==> config.mk <==
export PLATFORM = sky130hd
export DESIGN_NAME = instr_fetch_seq
export DESIGN_NICKNAME = d
export VERILOG_FILES = /design/src/rtl/instr_fetch_seq_pkg.sv /design/src/rtl/instr_fetch_seq_dff8bit.sv /design/src/rtl/instr_fetch_seq.sv
export SDC_FILE = /design/constraint.sdc
export NUM_CORES = 1
export LEC_CHECK = 0
export BUFFER_PORTS_ARGS = -buffer_cell sky130_fd_sc_hd__buf_2
export CORE_ASPECT_RATIO = 0.6
export CORE_MARGIN = 2
export CORE_UTILIZATION = 56
export DETAILED_ROUTE_END_ITERATION = 10
export PLACE_DENSITY_LB_ADDON = 0.05
export SYNTH_ARGS = -nofsm -noshare
export SYNTH_HDL_FRONTEND = slang
export SYNTH_HIERARCHICAL = 1
export SYNTH_SLANG_ARGS = --single-unit
==> constraint.sdc <==
create_clock -name clk -period 2.47 [get_ports clk]
set_input_delay 0.247 -clock clk [delete_from_list [all_inputs] [get_ports clk]]
set_output_delay 0.247 -clock clk [all_outputs]
set_load 0.02 [all_outputs]
==> src/rtl/instr_fetch_seq_pkg.sv <==
// Shared state encodings and counter sizing for the byte-serial instruction fetch sequencer.
package instr_fetch_seq_pkg;

  typedef enum logic [1:0] {
    S_IDLE  = 2'd0,
    S_ISSUE = 2'd1,
    S_DRAIN = 2'd2
  } state_e;

  // Byte index counters only ever need to address NBYTES lanes.
  function automatic int cnt_width(input int nbytes);
    return (nbytes < 2) ? 1 : $clog2(nbytes);
  endfunction

endpackage

==> src/rtl/instr_fetch_seq_dff8bit.sv <==
// dff8bit: one instruction byte lane, loads d_i when en_i is high, clears on synchronous rst.
module dff8bit (
  input  logic       clk,
  input  logic       rst,
  input  logic       en_i,
  input  logic [7:0] d_i,
  output logic [7:0] q_o
);

  always_ff @(posedge clk) begin
    if (rst) begin
      q_o <= 8'h00;
    end else if (en_i) begin
      q_o <= d_i;
    end
  end

endmodule

==> src/rtl/instr_fetch_seq.sv <==
// instr_fetch_seq: reads NBYTES bytes from base_addr into instr; done NBYTES+2 cycles after start, start ignored while busy.
// INSTR_FETCH_BIG_ENDIAN_EN puts the first byte in the MSB lane; otherwise little-endian.
module instr_fetch_seq
  import instr_fetch_seq_pkg::*;
#(
  parameter int ADDR_W = 8,
  parameter int NBYTES = 4
) (
  input  logic                  clk,
  input  logic                  rst,
  input  logic                  start,
  input  logic [ADDR_W-1:0]     base_addr,
  output logic                  mem_rd,
  output logic [ADDR_W-1:0]     mem_addr,
  input  logic [7:0]            mem_rdata,
  output logic                  busy,
  output logic                  done,
  output logic [8*NBYTES-1:0]   instr
);

  localparam int CNT_W = cnt_width(NBYTES);
  localparam logic [CNT_W-1:0] LAST_IDX = CNT_W'(NBYTES - 1);

  state_e              state_q, state_d;
  logic [ADDR_W-1:0]   base_q, base_d;
  logic [ADDR_W-1:0]   mem_addr_q, mem_addr_d;
  logic [CNT_W-1:0]    issue_idx_q, issue_idx_d;
  logic [CNT_W-1:0]    cap_idx_q, cap_idx_d;
  logic                mem_rd_q, mem_rd_d;
  logic                busy_q, busy_d;
  logic                done_q, done_d;
  logic                cap_vld_q, cap_vld_d;
  logic [CNT_W-1:0]    lane_sel;
  logic [NBYTES-1:0]   lane_en;

  always_comb begin
    state_d     = state_q;
    base_d      = base_q;
    mem_addr_d  = mem_addr_q;
    issue_idx_d = issue_idx_q;
    mem_rd_d    = mem_rd_q;
    busy_d      = busy_q;
    done_d      = 1'b0;
    // Read data returns one cycle after its strobe, so capture trails issue by one.
    cap_vld_d   = mem_rd_q;
    cap_idx_d   = cap_vld_q ? cap_idx_q + CNT_W'(1) : cap_idx_q;

    case (state_q)
      S_IDLE: begin
        if (start) begin
          base_d      = base_addr;
          issue_idx_d = '0;
          cap_idx_d   = '0;
          mem_rd_d    = 1'b1;
          mem_addr_d  = base_addr;
          busy_d      = 1'b1;
          state_d     = S_ISSUE;
        end
      end
      S_ISSUE: begin
        if (issue_idx_q == LAST_IDX) begin
          mem_rd_d = 1'b0;
          state_d  = S_DRAIN;
        end else begin
          issue_idx_d = issue_idx_q + CNT_W'(1);
          mem_addr_d  = base_q + ADDR_W'(issue_idx_q) + ADDR_W'(1);
        end
      end
      S_DRAIN: begin
        busy_d  = 1'b0;
        done_d  = 1'b1;
        state_d = S_IDLE;
      end
      default: begin
        mem_rd_d = 1'b0;
        busy_d   = 1'b0;
        state_d  = S_IDLE;
      end
    endcase
  end

  always_ff @(posedge clk) begin
    if (rst) begin
      state_q     <= S_IDLE;
      base_q      <= '0;
      mem_addr_q  <= '0;
      issue_idx_q <= '0;
      cap_idx_q   <= '0;
      mem_rd_q    <= 1'b0;
      busy_q      <= 1'b0;
      done_q      <= 1'b0;
      cap_vld_q   <= 1'b0;
    end else begin
      state_q     <= state_d;
      base_q      <= base_d;
      mem_addr_q  <= mem_addr_d;
      issue_idx_q <= issue_idx_d;
      cap_idx_q   <= cap_idx_d;
      mem_rd_q    <= mem_rd_d;
      busy_q      <= busy_d;
      done_q      <= done_d;
      cap_vld_q   <= cap_vld_d;
    end
  end

`ifdef INSTR_FETCH_BIG_ENDIAN_EN
  assign lane_sel = LAST_IDX - cap_idx_q;
`else
  assign lane_sel = cap_idx_q;
`endif

  for (genvar g = 0; g < NBYTES; g++) begin : g_lane
    assign lane_en[g] = cap_vld_q && (lane_sel == CNT_W'(g));

    dff8bit u_lane (
      .clk  (clk),
      .rst  (rst),
      .en_i (lane_en[g]),
      .d_i  (mem_rdata),
      .q_o  (instr[8*g +: 8])
    );
  end

  assign mem_rd   = mem_rd_q;
  assign mem_addr = mem_addr_q;
  assign busy     = busy_q;
  assign done     = done_q;

endmodule

[Word-level counts from Yosys, hierarchy flattened]
Index checks and enable logic that the tools add are counted.
Storage, ports and cells
  memory bits (writable): 0
  latch bits: 0
  bits in registers: 58
  logic and storage cells: 57
  output and inout bits: 43
  ROM bits: 0
  input port bits: 19
  memories kept: 0
Cells by class
  bitwise logic cells: 2
  multiplexer cells: 17
  shift operators: 0
  order comparisons: 0
  $add $sub $neg: 4
  equality and inequality tests: 9
  divide/modulo/power cells: 0
  multiply operators: 0
  reductions and logical operators: 12
Operator list (count)
  $mux W8: 2
  $pmux W8 S2: 1
  $mux W2: 7
  $add A8 B1 Y8 const B: 1
  $add A8 B2 Y8: 1
  $eq A2 B2 Y1 const B: 4
  $pmux W2 S2: 2
  $ne A2 B2 Y1 const B: 3
  $reduce_and A2 Y1: 3
  $reduce_and A3 Y1: 2
  $add A2 B1 Y2 const B: 2
  $eq A2 B1 Y1 const B: 2
  $logic_and A1 B1 Y1: 4
  $logic_not A2 Y1: 2
  $mux W1: 3
  $pmux W1 S3: 1
  $not A1 Y1: 2
  $pmux W1 S2: 1
  $reduce_bool A2 Y1: 1

[Longest topological paths before layout]
  word-level depth: 4
  depth in mapped cells: 8

[Cells and area by module]
Netlist, hierarchy kept.
Modules (own cells, without submodules)
  instr_fetch_seq: cells an instance 143, seq. area each 520.5 um2, times used 1, area each 1300.0 um2
  dff8bit: cells an instance 26, seq. area each 160.2 um2, times used 4, area each 285.3 um2

[Worst setup path after synthesis]
Ideal clock, no wire load.
  path type: reg2reg
  from: reg issue_idx_q[0]
  to: reg mem_addr_q[4], in the netlist mem_addr[4]
  data required time: 2.399 ns
  data arrival time: 1.502 ns
  slack: 0.897 ns
  buffers on the path: 0
  clock period less this slack: 1.573 ns
  cell stages (with the launch flop): 9
  path through: dfxtp_1 > inv_1 > ha_1 > inv_1 > fa_1 > nand3_1 > xor2_1 > a211o_1 > a21oi_1
On the way
  word-level cells in the longest chain between the ends: 4
  elaborated cells between the ends (all ways): 7
Ends and longest elaborated chain
  start: declaration: RTL line instr_fetch_seq.sv:27  | logic [CNT_W-1:0] issue_idx_q, issue_idx_d;
  start signal: assignment: RTL line instr_fetch_seq.sv:97  | issue_idx_q <= issue_idx_d;
  $add A8 B2 Y8: RTL line instr_fetch_seq.sv:66  | mem_addr_d = base_q + ADDR_W'(issue_idx_q) + ADDR_W'(1);
  $add A8 B1 Y8: RTL line instr_fetch_seq.sv:66
  $mux W8: RTL line instr_fetch_seq.sv:61  | if (issue_idx_q == LAST_IDX) begin
  $pmux W8 S2: RTL line instr_fetch_seq.sv:48  | case (state_q)
  end signal: assignment: RTL line instr_fetch_seq.sv:96  | mem_addr_q <= mem_addr_d;
  end: declaration: RTL line instr_fetch_seq.sv:26  | logic [ADDR_W-1:0] mem_addr_q, mem_addr_d;
Parallel ways exist; a longest one is shown, timed or not. The select of a mux whose other input is x is not followed.
A chain may end at the register's enable or synchronous reset.

[Final worst setup path]
Ends and elaborated chain as after synthesis.

==> results.toml <==
[pwr]
pwr-share-comb_pct = 10.2
ir_worst_vdd_mv = 0.4817
internal_power_mw = 1.453
p_clk_share_pct = 38.5
seqPwrFrac_pct = 51.3
switching_share_pct = 25.18
power.leakage_nw = 1.278
power.density_mw_per_mm2 = 670.5
power.switching_mw = 0.4890

[placement]
hpwl_um = 3679
io_buffer_count = 61
pre_cts_ws_ns = 0.7568
gp_congestion = 0.8196
post_dp_cell_area_mm2 = 0.002726

[run_status]
outcome = "complete, no violations"

[layout]
fin_area_mm2 = 0.002897
syn_to_final_growth_pct = 18.66
drive_above_1_share_pct = 26.77
layout_commonest_cell = "buf_2"
antenna_cells = 0
final_net_count = 333
final_cell_mix = "buf_2, dfxtp_1, nor2_1"

[critical_path]
cp-end-kind = "flip-flop"
worstPathRequired_ns = 2.73
ff2ff_setup_slack_ns = 0.73
start_kind = "flip-flop"
r2r_end = "mem_addr[4]$_SDFFE_PP0P_"
path_max_fanout = 4
r2r_cells = 8
path_cells = "inv_1, ha_1, inv_1, fa_1, nand3_1, xor2_1, a211o_1, a21oi_1"
cp_data_arrival_time_ns = 2.00
timing_worst_setup_path_type = "flip-flop to flip-flop"
max_stage_delay_ns = 0.43
crit_slowest_cell = "fa_1"
r2r-start = "issue_idx_q[0]$_SDFFE_PP0P_"
cp_common_cell = "inv_1"

[timing]
clock_skew_ns = 0.004630
setup_viol = 0
max_freq_ghz = 0.5744
rsz0062_at_grt = "false"
post-route-min-period_ns = 1.741
finalCritPeriodShare_pct = 70.49
tns_ns = 0
slew_violations = 0
worstMarginPinSlew_ns = 0.6733
setup_ws_ns = 0.7289
hold_viol_final = 0
timing.slew.headroom_pct = 55.02

[cts]
cts_buffers = 9
cts.sinks = 58
cts_setup_buffers = 0
cts.clk_slew.worst_paths_ns = 0.06
hold_buffers = 0
clock_latency_ns = 0.32
clockBufferDepth = 2
cts.repair.resized = 0
cts_tree = "built"
htree_levels = 3
cts_root_buf = "clkbuf_8"

[global_route]
antenna_found_initial = 0
grt_pass1_wl_um = 8128
grt_max_degree = 30
grtUsageTotal_pct = 22.88
gr-total-overflow = 0
grt_pass1_vias = 1658

[worst_hold_path]
min_to = "base_q[4]$_SDFFE_PP0P_"
hold_class = "input pin to flip-flop"
min_path_cells = 3
holdCritStartpoint = "base_addr[4]"

[flow_run]
drv_cap = 0

[synth]
yosysUniqueCellTypes = 34
ys_warn_count = 6
synth_area_mm2 = 0.002441
syn_area_per_cell_um2 = 9.883
syn_inst = 247
synth_seq_area_share_pct = 47.57
yosys_register_bits = 58
syn-num-nets = 274

[detailed_routing]
first_pass_iters = 4
via_per_inst = 5.097
antenna_left = 0
wl_um = 5243
drc = 0
route.vias.total = 1886
wire_per_inst_um = 14.17
drt_iter0_markers = 148

[die]
core_mm2 = 0.004144
die_y_um = 55.14
num_io_pins = 62
dieArea_mm2 = 0.004920
row_count = 18
initial_core_util_pct = 58.91
die_x_um = 89.24
[layer usage]
layer	track usage, %	vias to the layer above	part of all wire, %
li1	-	944	-
met1	33.55	876	51
met4	5.224	0	0
met3	8.605	0	8.1
met5	0	-	0
met2	31.60	66	41
[synth_stat cells]
cell type / count / share of area [%]
o221ai_2: 1 / 0.61
mux2i_1: 40 / 16
nor2_2: 1 / 0.26
buf_4: 2 / 0.61
xor2_1: 5 / 1.8
o221ai_1: 3 / 1.1
nand2b_1: 1 / 0.26
o2111ai_1: 1 / 0.36
buf_2: 1 / 0.20
dfxtp_1: 58 / 48
fa_1: 1 / 0.82
nor2b_1: 3 / 0.77
buf_6: 6 / 2.8
nor3_1: 5 / 1.0
a211o_1: 1 / 0.36
and3_1: 3 / 0.77
a311oi_2: 1 / 0.61
buf_1: 6 / 0.92
a22oi_1: 1 / 0.31
nand3_2: 1 / 0.41
nand2_1: 13 / 2.0
inv_1: 8 / 1.2
nor3b_4: 1 / 0.77
o21ai_0: 3 / 0.61
xnor2_1: 2 / 0.72
nor3b_2: 1 / 0.51
ha_1: 7 / 3.6
a21oi_1: 11 / 2.3
nand3_1: 2 / 0.41
and2_1: 4 / 1.0
or2_1: 1 / 0.26
o211ai_1: 3 / 0.92
nand4_1: 1 / 0.26
nor2_1: 49 / 7.5
[cells by family after synthesis]
| kind of cell | synth area share, % |
|---|---|
| simple gates | 16.25 |
| xor+xnor | 2.512 |
| flops | 47.57 |
| mux | 16.40 |
| buf+inv | 5.740 |
| compound gates | 7.124 |
| fa+ha+maj | 4.408 |
[sequential cells by signal, indices dropped and copies added, names as in the netlist]
register	cells
base_q	8
busy	1
cap_idx_q	2
cap_vld_q	1
done	1
g_lane.u_lane/q_o	32
issue_idx_q	2
mem_addr	8
mem_rd	1
state_q	2
[worst max path at each step]
stage	startpoint	end	slack (ns)	depth (start not counted)
floorplan	issue_idx_q[0]$_SDFFE_PP0P_	mem_addr[4]$_SDFFE_PP0P_	0.90	8
global placement	issue_idx_q[0]$_SDFFE_PP0P_	mem_addr[4]$_SDFFE_PP0P_	0.82	8
detailed placement	issue_idx_q[0]$_SDFFE_PP0P_	mem_addr[4]$_SDFFE_PP0P_	0.76	8
CTS	issue_idx_q[0]$_SDFFE_PP0P_	mem_addr[4]$_SDFFE_PP0P_	0.74	8
global route	state_q[0]$_SDFFE_PP0P_	mem_addr[4]$_SDFFE_PP0P_	0.58	4
finish	issue_idx_q[0]$_SDFFE_PP0P_	mem_addr[4]$_SDFFE_PP0P_	0.73	8
[final cells by class]
cell class              instances  area [µm²]
flip-flops and latches         58        1161
repair buffers                 63       320.3
well taps                      60       75.07
clock buffers                  12       155.1
inverters                       8       30.03
clock inverters                 3       15.01
fillers                       359        1247
multi-input cells             166        1140
[critical path: cells and delay by family, from the launching register on]
family | cells | cell delay [ns]
buffers and inverters | 2 | 0.12
AND/OR/NAND/NOR | 1 | 0.13
AO/OA/AOI/OAI | 2 | 0.40
adder cells (fa/ha/maj) | 2 | 0.61
flip-flops | 1 | 0.33
XOR/XNOR | 1 | 0.07
[power by group through the flow]
| stage | combinational, mW | sequential (mW) | clock [mW] |
|---|---|---|---|
| detailed placement | 0.196 | 1.02 | 0 |
| global placement | 0.194 | 1.02 | 0 |
| finish | 0.199 | 0.996 | 0.747 |
| CTS | 0.198 | 0.996 | 0.770 |
| floorplan | 0.116 | 1.03 | 0 |
| global route | 0.218 | 1.00 | 0.821 |
[metrics by stage]
stage / instances / utilization, % / power [mW] / hold WS [ns]
6_report: 370 / 69.90 / 1.942 / 0.1813
2_1_floorplan: 247 / - / 1.149 / 0.3856
3_5_place_dp: 355 / 65.79 / 1.212 / 0.4441
5_1_grt: 370 / 69.90 / 2.039 / 0.1718
3_3_place_gp: 355 / 65.79 / 1.209 / 0.4400
4_1_cts: 370 / 69.90 / 1.964 / 0.1685
No activity file was read; power rests on OpenSTA's default activity.
